<file path="src/rtl/scan_seq16_pkg.sv">
// Shared definitions for the scan_seq16 channel sequencer: FSM states,
// default dwell time and channel count.
package scan_seq16_pkg;

  typedef enum logic {
    SCAN_IDLE = 1'b0,
    SCAN_RUN  = 1'b1
  } scan_state_t;

  localparam int unsigned DWELL_DEFAULT = 4;
  localparam int unsigned NUM_CHAN      = 16;

endpackage

</file>
<file path="src/rtl/next_chan16.sv">
// Combinational channel search: next set index above cur (with found flag)
// and the lowest set index of a 16-bit mask.
module next_chan16
  import scan_seq16_pkg::*;
(
  input  logic [15:0] mask,
  input  logic [3:0]  cur,
  output logic [3:0]  nxt,
  output logic        found,
  output logic [3:0]  low
);

  // Both scans run from the top down so the last hit is the lowest qualifying index.
  always_comb begin
    nxt   = '0;
    found = 1'b0;
    low   = '0;
    for (int unsigned i = NUM_CHAN; i > 0; i--) begin
      if (mask[i-1]) begin
        low = 4'(i - 1);
        if ((i - 1) > 32'(cur)) begin
          nxt   = 4'(i - 1);
          found = 1'b1;
        end
      end
    end
  end

endmodule

</file>
<file path="src/rtl/scan_seq16.sv">
// Scan sequencer driving a 4-to-16 active-low decoder: walks the enabled
// channels of a latched mask, holding each for DWELL cycles.
module scan_seq16
  import scan_seq16_pkg::*;
#(
  parameter int unsigned DWELL = DWELL_DEFAULT,
  parameter int unsigned CNT_W = 8
) (
  input  logic        clk,
  input  logic        rst,
  input  logic        start,
  input  logic        stop,
  input  logic        mode,
  input  logic [15:0] mask,
  output logic [3:0]  sel,
  output logic        en,
  output logic        busy,
  output logic        done
);

  scan_state_t      state, state_n;
  logic [CNT_W-1:0] cnt, cnt_n;
  logic [15:0]      mask_q, mask_n;
  logic             mode_q, mode_n;
  logic [3:0]       sel_n;
  logic             en_n, busy_n, done_n;

  logic [15:0] search_mask;
  logic [3:0]  nxt_idx, low_idx;
  logic        nxt_found;
  logic        expire;

  // In IDLE the search looks at the live mask so the first channel is ready at start.
  assign search_mask = (state == SCAN_IDLE) ? mask : mask_q;
  assign expire      = (cnt == CNT_W'(DWELL - 1));

  next_chan16 u_next (
    .mask  (search_mask),
    .cur   (sel),
    .nxt   (nxt_idx),
    .found (nxt_found),
    .low   (low_idx)
  );

  always_comb begin
    state_n = state;
    cnt_n   = cnt;
    mask_n  = mask_q;
    mode_n  = mode_q;
    sel_n   = sel;
    en_n    = en;
    busy_n  = busy;
    done_n  = 1'b0;
    unique case (state)
      SCAN_IDLE: begin
        if (start && !stop && (mask != '0)) begin
          state_n = SCAN_RUN;
          mask_n  = mask;
          mode_n  = mode;
          sel_n   = low_idx;
          en_n    = 1'b1;
          busy_n  = 1'b1;
          cnt_n   = '0;
        end
      end
      SCAN_RUN: begin
        if (stop) begin
          state_n = SCAN_IDLE;
          en_n    = 1'b0;
          busy_n  = 1'b0;
        end else if (expire) begin
          cnt_n = '0;
          if (nxt_found) begin
            sel_n = nxt_idx;
          end else if (mode_q) begin
            sel_n = low_idx;
          end else begin
            state_n = SCAN_IDLE;
            en_n    = 1'b0;
            busy_n  = 1'b0;
            done_n  = 1'b1;
          end
        end else begin
          cnt_n = cnt + 1'b1;
        end
      end
      default: state_n = SCAN_IDLE;
    endcase
  end

  always_ff @(posedge clk) begin
    if (rst) begin
      state  <= SCAN_IDLE;
      cnt    <= '0;
      mask_q <= '0;
      mode_q <= 1'b0;
      sel    <= '0;
      en     <= 1'b0;
      busy   <= 1'b0;
      done   <= 1'b0;
    end else begin
      state  <= state_n;
      cnt    <= cnt_n;
      mask_q <= mask_n;
      mode_q <= mode_n;
      sel    <= sel_n;
      en     <= en_n;
      busy   <= busy_n;
      done   <= done_n;
    end
  end

endmodule
</file>
<file path="config.mk">
export PLATFORM = sky130hd
export DESIGN_NAME = scan_seq16
export DESIGN_NICKNAME = d
export VERILOG_FILES = /design/src/rtl/scan_seq16_pkg.sv /design/src/rtl/next_chan16.sv /design/src/rtl/scan_seq16.sv
export SDC_FILE = /design/constraint.sdc
export NUM_CORES = 1
export LEC_CHECK = 0
export CAP_MARGIN = 15
export CORE_MARGIN = 3
export CORE_UTILIZATION = 45
export DETAILED_ROUTE_END_ITERATION = 7
export HOLD_SLACK_MARGIN = 0.08
export PLACE_DENSITY = 0.76
export SYNTH_ARGS = -nofsm -noshare
export SYNTH_HDL_FRONTEND = slang
export SYNTH_SLANG_ARGS = --single-unit
</file>
<file path="constraint.sdc">
create_clock -name clk -period 2.8 [get_ports clk]
set_clock_uncertainty 0.05 [all_clocks]
set_input_delay 0.42 -clock clk [delete_from_list [all_inputs] [get_ports clk]]
set_output_delay 0.42 -clock clk [all_outputs]
set_load 0.1 [all_outputs]
</file>
==> metrics.txt, run 1 <==
LEAKAGE 1.10 nW; Tcrit/Tclk final 0.868; Hold Path Class reg -> reg; Seq pwr share 0.375; Worst Path Required 2.95 ns; Sink Count 32; total CTS buffers 5; Bufs on Longest Clock Path 2; Syn Inst Count 292; layout cell share with drive strength beyond 1 0.174; cell with the largest stage delay on the worst path dfxtp_2; Placement Rows 25; Place WS roughly 0.14 ns; Least-Margin Pin Slew 0.658 ns; unrepaired setup endpoints after global routing false; post_cts resized 0; drt via density between 6 and 7; H-tree levels 2; clock share of power 0.327; core region area around 5000 sq um; Worst VDD drop 361 uV; pin count of the biggest net entering global routing 26; Initial Util 0.485; Post-CTS Hold Buffers 0; final WL 6030 um; WL/cell 15.5 um; CP bufs+invs 1; CP Launch Type register; Setup violations, final 0; hold endpoint cnt[7]; setup bufs post-CTS 0; multi-input logic area about 1600 sq um; n_diodes 0; worst-path maximum fanout 14; Main synth FF type dfxtp_1; Max-slew headroom 0.561; worst r2r src state; FF+latch area ~640 sq um; Final Hold Viols 0; reg2reg end sel[0]; vias about 2300; final worst setup slack 0.370 ns; Avg Cell Area, Syn 8.21 sq um; violation count after the first detailed-routing iteration 244; Max Cap Viol 0; Yosys cell types 67; Clock transition at path regs 0.07 ns; Nets about 340; I/O Buffers 27; min Tclk post-route 2.43 ns; IO Pins 28; Critical Path Max Stage Delay 0.47 ns; HPWL Detailed roughly 4500 um; Int Pwr a little over 900 uW; die extent in y approximately 79 um; sequential area share after synthesis 0.267; initial antenna violation count 0; GP Congestion approximately 0.9; Syn. warnings 0; PD cells 465 nW/um^2; Switching Share 0.317; worst reg2reg path depth 8; router iterations before antenna repair 6; Max Transition Viols Final 0; Detail Route Antenna Nets 0; Layout area overhead 19.3%; CTS tree built; synthesized flop and latch total 32; syn_nets 314; fillers around 460; CTS Root Cell clkbuf_8; Sw Pwr 422 uW; vias in the first global route between 2000 and 2500; Worst-Skew Late Latency between 0.2 and 0.3 ns; die area 6240 sq um; Critical Path AT around 2.6 ns; EDFF count, synth 0; CP endpoint kind register; Comb power frac 0.299; GR Util All Layers 0.201; Fin Setup TNS 0 ns; worst setup path category reg -> reg; DR DRC count 0; outcome completed; grt ovf 0; ys async rst share 0; first-pass GRT wire length roughly 10000 um; Die X between 70 and 80 um; Fmax achieved 412 MHz; Cell Area, Synth 2400 sq um; worst path cell trace buf_12 -> mux2_4 -> and3_1 -> a2111oi_2 -> nand4_2 -> nand2_1 -> nand4_1 -> a31oi_1; Top delay family on crit path simple AND/OR/NAND/NOR gates; Reg2Reg Setup Slack 0.37 ns; Worst Hold Depth 1; hold_sp cnt[7]
cell families after synthesis:
group,after synthesis,synth area share
buffers and inverters,28,0.0616
AND/OR/NAND/NOR,111,0.241
flip-flops,32,0.267
AO/OA/AOI/OAI,88,0.275
multiplexers,32,0.150
adder cells (fa/ha/maj),1,0.00522
state kept, by name (all words and copies together) (netlist names):
name,flops
state,1
sel,4
busy,1
cnt,8
done,1
mask_q,16
mode_q,1
through the flow:
| step | instance area [sq um] | hold slack, ns | instances | util | total power [mW] |
|---|---|---|---|---|---|
| after floorplan | 2400 | 0.399 | 292 | - | 0.786 |
| after detailed placement | 2750 | 0.433 | 380 | 0.556 | 0.895 |
| after global routing | 2860 | 0.482 | 388 | 0.578 | 1.39 |
| final | 2860 | 0.445 | 388 | 0.578 | 1.33 |
| after CTS | 2860 | 0.444 | 388 | 0.578 | 1.33 |
| after global placement | 2750 | 0.428 | 380 | 0.556 | 0.893 |
synth_stat cells, drive strengths merged (2+ instances only):
cell type	count	area share
nor2b	5	0.013
or2	4	0.010
o21ai	14	0.029
nand2b	3	0.0078
o31ai	2	0.010
o21a	3	0.0094
a211oi	6	0.023
and2	2	0.0052
a211o	3	0.011
o21bai	4	0.017
nor3	11	0.023
o22ai	4	0.010
clkbuf	11	0.018
nand4	3	0.010
buf	10	0.033
a31oi	8	0.021
a311oi	2	0.0073
a31o	4	0.015
inv	7	0.011
nand3	6	0.013
nor3b	6	0.021
nor4	6	0.018
mux2	3	0.016
a21oi	21	0.044
o211ai	2	0.0063
mux2i	29	0.13
and3	5	0.013
nor2	41	0.064
nand2	14	0.024
dfxtp	32	0.27
a2111oi	2	0.018
worst max-delay path by stage:
stage / start / endpoint / depth (start not counted)
2_1_floorplan: sel[2] / sel[3] / 8
3_3_place_gp: mask[4] / sel[3] / 8
3_5_place_dp: mask[4] / sel[3] / 8
4_1_cts: state / sel[0] / 8
5_1_grt: state / sel[0] / 8
6_report: state / sel[0] / 8
cells in the final DEF, fill, tap and decap left out, types with 6 or more instances in the layout:
| cell type | instances |
|---|---|
| dfxtp_1 | 31 |
| clkdlybuf4s50_1 | 20 |
| mux2i_1 | 25 |
| nor2_1 | 41 |
| nor3_1 | 11 |
| buf_4 | 20 |
| nand3_1 | 6 |
| o21ai_0 | 12 |
| inv_1 | 7 |
| a21oi_1 | 21 |
| a31oi_1 | 8 |
| nand2_1 | 12 |
metal layers:
layer / vias to the layer above / global-route usage / wire length [um]
met2: 89 / 0.305 / 2650
met5: - / 0 / 0
met1: 1083 / 0.277 / 2830
met3: 17 / 0.0442 / 418
li1: 1149 / - / -
met4: 0 / 0.0756 / 139
final cells by class:
type	instances	share of cell area
multi-input combinational	232	0.563
inverter	7	0.00919
clock buffer	6	0.0254
sequential	32	0.225
timing repair buffer	42	0.137
clock inverter	2	0.0123
tap	67	0.0293
power by group through the flow:
stage	clock [mW]	combinational, mW	sequential [mW]
after global routing	0.470	0.422	0.501
final	0.434	0.397	0.498
after CTS	0.446	0.390	0.498
after detailed placement	0	0.387	0.508
after floorplan	0	0.258	0.528
after global placement	0	0.385	0.507
Power figures use the tool's default switching activity.
==> run 2: changes to the inputs <==
--- a/config.mk
+++ b/config.mk
@@ -5,7 +5,6 @@
 export SDC_FILE = /design/constraint.sdc
 export NUM_CORES = 1
 export LEC_CHECK = 0
-export CAP_MARGIN = 15
 export CORE_MARGIN = 3
 export CORE_UTILIZATION = 45
 export DETAILED_ROUTE_END_ITERATION = 7
==> results of run 2 <==
No change in the layout: final DEF, timing and power equal those of run 1.
==> run 3: changes to the inputs <==
--- a/config.mk
+++ b/config.mk
@@ -6,10 +6,11 @@
 export NUM_CORES = 1
 export LEC_CHECK = 0
 export CORE_MARGIN = 3
-export CORE_UTILIZATION = 45
+export CORE_UTILIZATION = 56
+export CTS_CLUSTER_SIZE = 28
 export DETAILED_ROUTE_END_ITERATION = 7
 export HOLD_SLACK_MARGIN = 0.08
-export PLACE_DENSITY = 0.76
+export PLACE_DENSITY = 0.9
 export SYNTH_ARGS = -nofsm -noshare
 export SYNTH_HDL_FRONTEND = slang
 export SYNTH_SLANG_ARGS = --single-unit
==> run 3 against run 2 <==
- power up 0.81%
- non-clock buffer count down 2
- sequential power up 2%
- critical path type unchanged
==> metrics.txt, run 3 (same netlist as run 1, synthesis figures left out) <==
outcome completed (unchanged); Least-Margin Pin Slew 0.674 ns (was 0.658 ns); vias in the first global route 2236 (was 2139); DR DRC count 0 (unchanged); Die X 71.4 um (was 79.0 um); Met1 Wirelength 2770 um (was 2830 um); dpl cells 361 (was 380); I/O Buffers 27 (unchanged); initial antenna violation count 0 (unchanged); Placement Rows 23 (was 25); LEAKAGE 1.09 nW (was 1.10 nW); Sink Count 32 (unchanged); biggest regs mask_q (16), cnt (8), sel (4) (unchanged); multi-input logic area 1610 sq um (unchanged); Layout area overhead 17.2% (was 19.3%); Final Hold Viols 0 (unchanged); Detail Route Antenna Nets 0 (unchanged); Max-slew headroom 0.550 (was 0.561); worst reg2reg path depth 8 (unchanged); commonest cells after routing, fill and taps aside nor2_1, dfxtp_1, mux2i_1, a21oi_1, clkdlybuf4s50_1 (was nor2_1, dfxtp_1, mux2i_1, a21oi_1); Highest Signal Layer met4 (unchanged); IO Pins 28 (unchanged); grt ovf 0 (unchanged); Worst VDD drop 378 uV (was 361 uV); Clock transition at path regs 0.07 ns (about the same); first-pass GRT wire length 10900 um (was 10100 um); FF+latch area 642 sq um (unchanged); Place WS 0.112 ns (was 0.141 ns); PD cells 477 nW/um^2 (was 465 nW/um^2); unrepaired setup endpoints after global routing false (unchanged); GR Util All Layers 0.263 (was 0.201); Core Util, Final 0.692 (was 0.578); drt via density 6.56 (was 6.03); total CTS buffers 5 (unchanged); Bufs on Longest Clock Path 2 (unchanged); WL met3 644 um (was 418 um); Critical Path AT 2.75 ns (was 2.58 ns); CP Capture Point sel[0] (unchanged); CP endpoint kind register (unchanged); Tcrit/Tclk final 0.924 (was 0.868); WL/cell 17.7 um (was 15.5 um); min Tclk post-route 2.59 ns (was 2.43 ns); Hold WS 0.453 ns (was 0.445 ns); CP Launch Type register (unchanged); GP Congestion 1.02 (was 0.908); Post-CTS Hold Buffers 0 (unchanged); pin count of the biggest net entering global routing 22 (was 26); router iterations before antenna repair 5 (was 6); reg2reg end sel[0] (unchanged); H-tree levels 2 (unchanged); Worst-Skew Late Latency 0.29 ns (was 0.28 ns); Biggest register mask_q (unchanged); Layout Cells excl Fill 369 (was 388); Max Cap Viol 0 (unchanged); violation count after the first detailed-routing iteration 354 (was 244); CTS tree built (unchanged); vias 2421 (was 2338); Fin Setup TNS 0 ns (unchanged); max reg flops 16 (unchanged); worst-path maximum fanout 11 (was 14); Fmax achieved 387 MHz (was 412 MHz); CTS Root Cell clkbuf_8 (unchanged); most common cell after layout, fill and taps aside nor2_1 (unchanged); post_cts resized 0 (unchanged); worst setup path category reg -> reg (unchanged); fillers 313 (was 461); final worst setup slack 0.213 ns (was 0.370 ns); Hold Path Class reg -> reg (unchanged); Nets 340 (was 342); n_diodes 0 (unchanged); setup bufs post-CTS 0 (unchanged); core region area 4060 sq um (was 4940 sq um); Reg2Reg Setup Slack 0.21 ns (was 0.37 ns); die extent in y 71.4 um (was 79.0 um); Max Transition Viols Final 0 (unchanged); CP startpoint state (unchanged); HPWL Detailed 4640 um (was 4510 um); Setup violations, final 0 (unchanged); Initial Util 0.591 (was 0.485); wire length on met2 2930 um (was 2650 um); worst r2r src state (unchanged); die area 5100 sq um (was 6240 sq um); layout cell share with drive strength beyond 1 0.169 (was 0.174); Worst Path Required 2.97 ns (was 2.95 ns); final WL 6530 um (was 6030 um)
run 3: changes by cell type in the layout (fill, tap and decap cells not counted):
cell | before | now
buf_4 | 20 | 19
buf_12 | 2 | 1
run 3: per-layer routing:
layer / track usage / vias up
met2: 0.408 / 150
li1: - / 1140
met4: 0.0981 / 0
met1: 0.359 / 1102
met3: 0.0575 / 29
met5: 0 / -
run 3: stage by stage:
step	cell area (sq um)	total power, mW
global placement	2700	0.882
CTS	2810	1.33
finish	2810	1.34
global route	2810	1.39
floorplan	2400	0.786
detailed placement	2700	0.891
run 3: how the worst min path moves through the flow:
stage / start / end / slack (ns) / depth (start not counted)
2_1_floorplan: cnt[7] / cnt[7] / 0.40 / 1
3_3_place_gp: cnt[7] / cnt[7] / 0.43 / 1
3_5_place_dp: cnt[7] / cnt[7] / 0.44 / 1
4_1_cts: cnt[7] / cnt[7] / 0.45 / 1
5_1_grt: cnt[7] / cnt[7] / 0.46 / 1
6_report: cnt[7] / cnt[7] / 0.45 / 1
run 3: power breakdown:
group	leakage (nW)	switching, mW	internal [mW]
logic	0.773	0.226	0.165
clock network	0.0552	0.178	0.264
registers	0.261	0.0324	0.474
run 3: layout make-up:
class / instances / area share
flip-flops and latches: 32 / 0.229
multi-input cells: 232 / 0.572
well taps: 50 / 0.0223
clock buffers: 6 / 0.0258
inverters: 7 / 0.00935
repair buffers: 40 / 0.129
clock inverters: 2 / 0.0125
run 3: worst max-delay path, stage by stage, from the launching register on:
cell and delay [ns]:
dfxtp_2 0.57, buf_4 0.25, mux2i_1 0.46, nor4_1 0.11
a2111oi_2 0.28, nand4_2 0.24, nand2_1 0.21, nand4_1 0.16
a31oi_1 0.19
